`config.mk`:
```
export PLATFORM = sky130hd
export DESIGN_NAME = lcd_write_sequencer
export DESIGN_NICKNAME = d
export VERILOG_FILES = /design/src/rtl/lcd_write_sequencer.sv
export SDC_FILE = /design/constraint.sdc
export NUM_CORES = 1
export LEC_CHECK = 0
export ABC_AREA = 1
export BUFFER_PORTS_ARGS = -buffer_cell sky130_fd_sc_hd__buf_2
export CORE_ASPECT_RATIO = 0.9
export CORE_MARGIN = 4
export CORE_UTILIZATION = 36
export CTS_CLUSTER_SIZE = 20
export DETAILED_ROUTE_END_ITERATION = 10
export GPL_ROUTABILITY_DRIVEN = 0
export PLACE_DENSITY = 0.55
export SLEW_MARGIN = 15
export SYNTH_ARGS = -nofsm -noshare
export SYNTH_HDL_FRONTEND = slang
export SYNTH_SLANG_ARGS = --single-unit
```
`constraint.sdc`:
```
create_clock -name clk -period 5 [get_ports clk]
set_input_delay 0.5 -clock clk [delete_from_list [all_inputs] [get_ports clk]]
set_output_delay 0.5 -clock clk [all_outputs]
set_load 0.1 [all_outputs]
```
`src/rtl/lcd_write_sequencer.sv`:
```
// lcd_write_sequencer
//   Buffers CPU LCD command/data writes in a small FIFO and replays them onto
//   HD44780-style pins with setup / enable pulse / hold / execution-wait timing,
//   so software can issue back-to-back stores without delay loops.
//
// Ports
//   clk, rst_n            clock, asynchronous active-low reset
//   wr_valid/wr_ready     CPU write handshake (accept on valid && ready)
//   wr_rs, wr_data        0 = command / 1 = data, byte to send
//   busy                  FIFO non-empty or a transfer/exec wait in progress
//   lcd_data              LCD data bus
//   lcd_ctrl              [1] = RS, [0] = RW (always 0)
//   lcd_enable            LCD E strobe (registered)
//
// Optional build macro LCD_INIT_SEQ_EN: after reset, replay the built-in
//   init commands 0x38, 0x0C, 0x06, 0x01 before accepting CPU writes.
module lcd_write_sequencer #(
  parameter int SETUP_CYC     = 2,
  parameter int PULSE_CYC     = 4,
  parameter int HOLD_CYC      = 2,
  parameter int EXEC_CYC      = 40,
  parameter int LONG_EXEC_CYC = 1640,
  parameter int FIFO_DEPTH    = 4
) (
  input  logic       clk,
  input  logic       rst_n,
  input  logic       wr_valid,
  output logic       wr_ready,
  input  logic       wr_rs,
  input  logic [7:0] wr_data,
  output logic       busy,
  output logic [7:0] lcd_data,
  output logic [1:0] lcd_ctrl,
  output logic       lcd_enable
);
  localparam int CNT_W = $clog2(LONG_EXEC_CYC + 1);
  localparam int AW    = $clog2(FIFO_DEPTH);

  typedef struct packed {
    logic       rs;
    logic [7:0] data;
  } wr_req_t;

  typedef enum logic [2:0] {
    IDLE, SETUP, PULSE, HOLD, EXEC
`ifdef LCD_INIT_SEQ_EN
    , INIT
`endif
  } state_t;

  state_t              state, state_nxt;
  logic [CNT_W-1:0]    cnt, cnt_nxt;
  logic                en_nxt, load, pop, push, full, long_cmd;
  wr_req_t             load_req;
  wr_req_t [FIFO_DEPTH-1:0] mem;
  logic [AW-1:0]       wptr, rptr;
  logic [AW:0]         count;

  assign full     = (count == (AW+1)'(FIFO_DEPTH));
  assign push     = wr_valid && wr_ready;
  assign busy     = (state != IDLE) || (count != '0);
  // Clear and home commands need the long execution wait.
  assign long_cmd = !lcd_ctrl[1] && (lcd_data inside {8'h01, 8'h02, 8'h03});

`ifdef LCD_INIT_SEQ_EN
  logic [2:0] init_idx;   // next built-in command; 4 = all issued
  logic       init_done;  // set when the last init exec wait finishes

  function automatic logic [7:0] init_cmd(input logic [1:0] idx);
    case (idx)
      2'd0:    return 8'h38;
      2'd1:    return 8'h0C;
      2'd2:    return 8'h06;
      default: return 8'h01;
    endcase
  endfunction

  assign wr_ready = !full && init_done;

  always_ff @(posedge clk or negedge rst_n) begin
    if (!rst_n) begin
      init_idx  <= 3'd0;
      init_done <= 1'b0;
    end else begin
      if (state == INIT) init_idx <= init_idx + 3'd1;
      if (state == EXEC && cnt == CNT_W'(1) && init_idx == 3'd4) init_done <= 1'b1;
    end
  end
`else
  assign wr_ready = !full;
`endif

  always_comb begin
    state_nxt = state;
    cnt_nxt   = cnt;
    en_nxt    = lcd_enable;
    load      = 1'b0;
    pop       = 1'b0;
    load_req  = mem[rptr];
    case (state)
      IDLE: if (count != '0) begin
        pop       = 1'b1;
        load      = 1'b1;
        state_nxt = SETUP;
        cnt_nxt   = CNT_W'(SETUP_CYC);
      end
`ifdef LCD_INIT_SEQ_EN
      INIT: begin
        load      = 1'b1;
        load_req  = '{rs: 1'b0, data: init_cmd(init_idx[1:0])};
        state_nxt = SETUP;
        cnt_nxt   = CNT_W'(SETUP_CYC);
      end
`endif
      SETUP: if (cnt == CNT_W'(1)) begin
        state_nxt = PULSE;
        cnt_nxt   = CNT_W'(PULSE_CYC);
        en_nxt    = 1'b1;
      end else cnt_nxt = cnt - CNT_W'(1);
      PULSE: if (cnt == CNT_W'(1)) begin
        state_nxt = HOLD;
        cnt_nxt   = CNT_W'(HOLD_CYC);
        en_nxt    = 1'b0;
      end else cnt_nxt = cnt - CNT_W'(1);
      HOLD: if (cnt == CNT_W'(1)) begin
        state_nxt = EXEC;
        cnt_nxt   = long_cmd ? CNT_W'(LONG_EXEC_CYC) : CNT_W'(EXEC_CYC);
      end else cnt_nxt = cnt - CNT_W'(1);
      EXEC: if (cnt == CNT_W'(1)) begin
`ifdef LCD_INIT_SEQ_EN
        state_nxt = (init_idx != 3'd4) ? INIT : IDLE;
`else
        state_nxt = IDLE;
`endif
        cnt_nxt   = '0;
      end else cnt_nxt = cnt - CNT_W'(1);
      default: begin
        state_nxt = IDLE;
        cnt_nxt   = '0;
        en_nxt    = 1'b0;
      end
    endcase
  end

  always_ff @(posedge clk or negedge rst_n) begin
    if (!rst_n) begin
`ifdef LCD_INIT_SEQ_EN
      state <= INIT;
`else
      state <= IDLE;
`endif
      cnt        <= '0;
      count      <= '0;
      wptr       <= '0;
      rptr       <= '0;
      lcd_data   <= 8'h00;
      lcd_ctrl   <= 2'b00;
      lcd_enable <= 1'b0;
    end else begin
      state      <= state_nxt;
      cnt        <= cnt_nxt;
      lcd_enable <= en_nxt;
      if (load) begin
        lcd_data <= load_req.data;
        lcd_ctrl <= {load_req.rs, 1'b0};
      end
      if (push) wptr <= wptr + AW'(1);
      if (pop)  rptr <= rptr + AW'(1);
      case ({push, pop})
        2'b10:   count <= count + (AW+1)'(1);
        2'b01:   count <= count - (AW+1)'(1);
        default: count <= count;
      endcase
    end
  end

  // Storage needs no reset: entries are only read when count says valid.
  always_ff @(posedge clk) begin
    if (push) mem[wptr] <= '{rs: wr_rs, data: wr_data};
  end
endmodule

```
==> flow_metrics.tcl <==
set metrics [dict create \
    drv_cap 0 \
    fmax_mhz 425 \
    cp_cell_sequence "nor2_4 -> nand2_8 -> nor2_4 -> inv_4 -> buf_2" \
    grt.overflow.total 0 \
    slowest_delay_ns 0.47 \
    seq_area_frac_synth_pct 56.8 \
    fin_worst_hold_slack_ns 0.206 \
    grt_pass1_wl_mm 10.8 \
    ys.flop_type "edfxtp_1" \
    postRouteAntennaNets 0 \
    multiInputGateArea_um2 1220 \
    rsz0062_at_grt "false" \
    worstSkewPairLatency_ns 0.35 \
    yosys_warnings 0 \
    fin_skew_ns 0.00957 \
    final_max_slew_viol_count 0 \
    power.density_nw_per_um2 410 \
    drc 0 \
    synth_edf_count 36 \
    mostFrequentLayoutCell "nand2_1" \
    clock-sinks 67 \
    final.setup.tns_ns 0 \
    critPathArrivalTime_ns 1.85 \
    finalHoldViolations 0 \
    cts_max_level 3 \
    cts_resized 0 \
    clockRootBuffer "clkbuf_8" \
    stdcell_count 493 \
    grt_max_degree 32 \
    critical_path_required_ns 4.50 \
    synth_top_area_share_pct 33.1 \
    synth_area_leaders "edfxtp_1 33%, dfrtp_1 24%, nand2_1 8.2%" \
    clockBufferDepth 2 \
    layout.nets 389 \
    ys_ff_latch 67 \
    antenna_cells 0 \
    setup-violations-final 0 \
    mostFrequentLayoutCells "71 x nand2_1, 60 x nor2_1, 36 x edfxtp_1" \
    leakage_nw 1.64 \
    min_period_ns 2.35 \
    fill_cells 876 \
    finalCritPeriodShare_pct 47.1 \
    die_height_um 98.4 \
    ff_latch_area_um2 1860 \
    synth_area_leader_cell "edfxtp_1" \
    post-cts-setup-buffers 0 \
    setup_slack_ns 2.65 \
    coreArea_um2 8730 \
    place_hpwl_mm 4.46 \
    grt_pass1_vias 2198 \
    initial_core_util_pct 37.5 \
    antenna_found_initial 0 \
    drt_wl_total_mm 6.40 \
    viasPerCell 4.61 \
    min_path_type "in -> async" \
    path_max_fanout 13 \
    cts_made_buffers 9 \
    syn_inst 342 \
    drive_above_1_share_pct 16.8 \
    criticalPathCategory "reg -> out" \
    grt_use_total_pct 13.1 \
    dpl.cell_count 477 \
    crit_path_top_delay_cell "dfrtp_1" \
    p_total_mw 1.51 \
    holdBufCountCts 0 \
    vias 2274 \
    ir_drop_mv 0.188 \
    place_area_um2 3480 \
    utilization_pct 42.2 \
    area_growth_pct 12.6 \
    dieArea_um2 10700 \
    pre_cts_ws_ns 2.87 \
    ys_async_sr_fraction_pct 46.3 \
    port_buffers 23 \
    final_cell_area_um2 3680 \
    syn_avg_cell_area_um2 9.56 \
    path_clk_slew_ns 0.08 \
    worstMarginPinSlew_ns 0.898 \
    avgRoutedWirePerCell_um 13.0 \
    worst_path_most_repeated_cell "nor2_4" \
    synth_area_um2 3270 \
    die_width_um 108 \
    first_iter_violations 99 \
    synth_cell_types 35 \
    maxSlewHeadroom_pct 39.9 \
    drt_pass1_iterations 6 \
    syn_nets 362 \
    ioPinCount 25 \
    endpoint_kind "primary output" \
    rows 32 \
    worstSetupStartpointType "register" \
    outcome "completed" \
    cts_tree "done" \
]
[logic make-up after synthesis]
family / count (synthesis) / share of synthesized area, %
AO/OA/AOI/OAI: 47 / 8.42
XOR/XNOR: 9 / 2.41
adder cells (fa/ha/maj): 8 / 3.29
buffers and inverters: 43 / 5.74
flip-flops: 67 / 56.8
other: 1 / 0.115
AND/OR/NAND/NOR: 167 / 23.2
[flip-flops by register name (all words and copies together), names as in the netlist]
name        cells
cnt            11
count           3
lcd_ctrl        1
lcd_data        8
lcd_enable      1
mem            36
rptr            2
state           3
wptr            2
[path summary, 6_finish.rpt]
path                                 start         end  slack [ns]  cells after the start
worst min-delay path                 rst_n  lcd_enable        0.21                      1
worst max-delay path              state[2]        busy        2.65                      5
max in group asynchronous            rst_n      cnt[8]        4.32                      1
min in group clk                wr_data[3]     mem[21]        0.36                      1
worst min register to register    count[0]    count[0]        0.48                      1
worst max register to register    state[2]    count[2]        2.83                      9
[synth_stat cells (2+ instances only)]
cell type / n
nand2_1: 71
a31oi_1: 4
o21ai_0: 30
inv_2: 3
xor2_1: 8
nor2_1: 60
buf_6: 2
nand3_2: 3
nor2_4: 4
ha_1: 7
dfrtp_1: 31
nand2_2: 5
o22ai_1: 6
edfxtp_1: 36
nand3_1: 16
a21oi_1: 3
nor2_2: 2
buf_2: 4
inv_1: 31
[per-layer routing]
layer / wire length (µm) / global-route usage (%) / up-vias
met3: 235 / 3.70 / 11
met1: 3060 / 17.0 / 1051
met5: 0 / 0 / -
li1: - / - / 1174
met2: 3000 / 20.7 / 38
met4: 106 / 4.95 / 0
[area by class of cell]
cell class / count / share of cell area (%)
repair buffers: 23 / 3.13
well taps: 119 / 4.04
inverters: 36 / 3.74
clock inverters: 7 / 2.04
multi-input cells: 232 / 33.3
flip-flops and latches: 67 / 50.4
clock buffers: 9 / 3.36
[report_power, final]
group,switching [mW],internal [mW]
logic,0.257,0.0955
clock network,0.227,0.233
registers,0.0224,0.675
total,0.507,1.00
[worst max-delay path, delay by kind of cell (launching register included)]
family / cells / cell delay, ns
DFF: 1 / 0.47
and+or+nand+nor: 3 / 0.64
buffers and inverters: 2 / 0.40
Power figures use the tool's default switching activity.
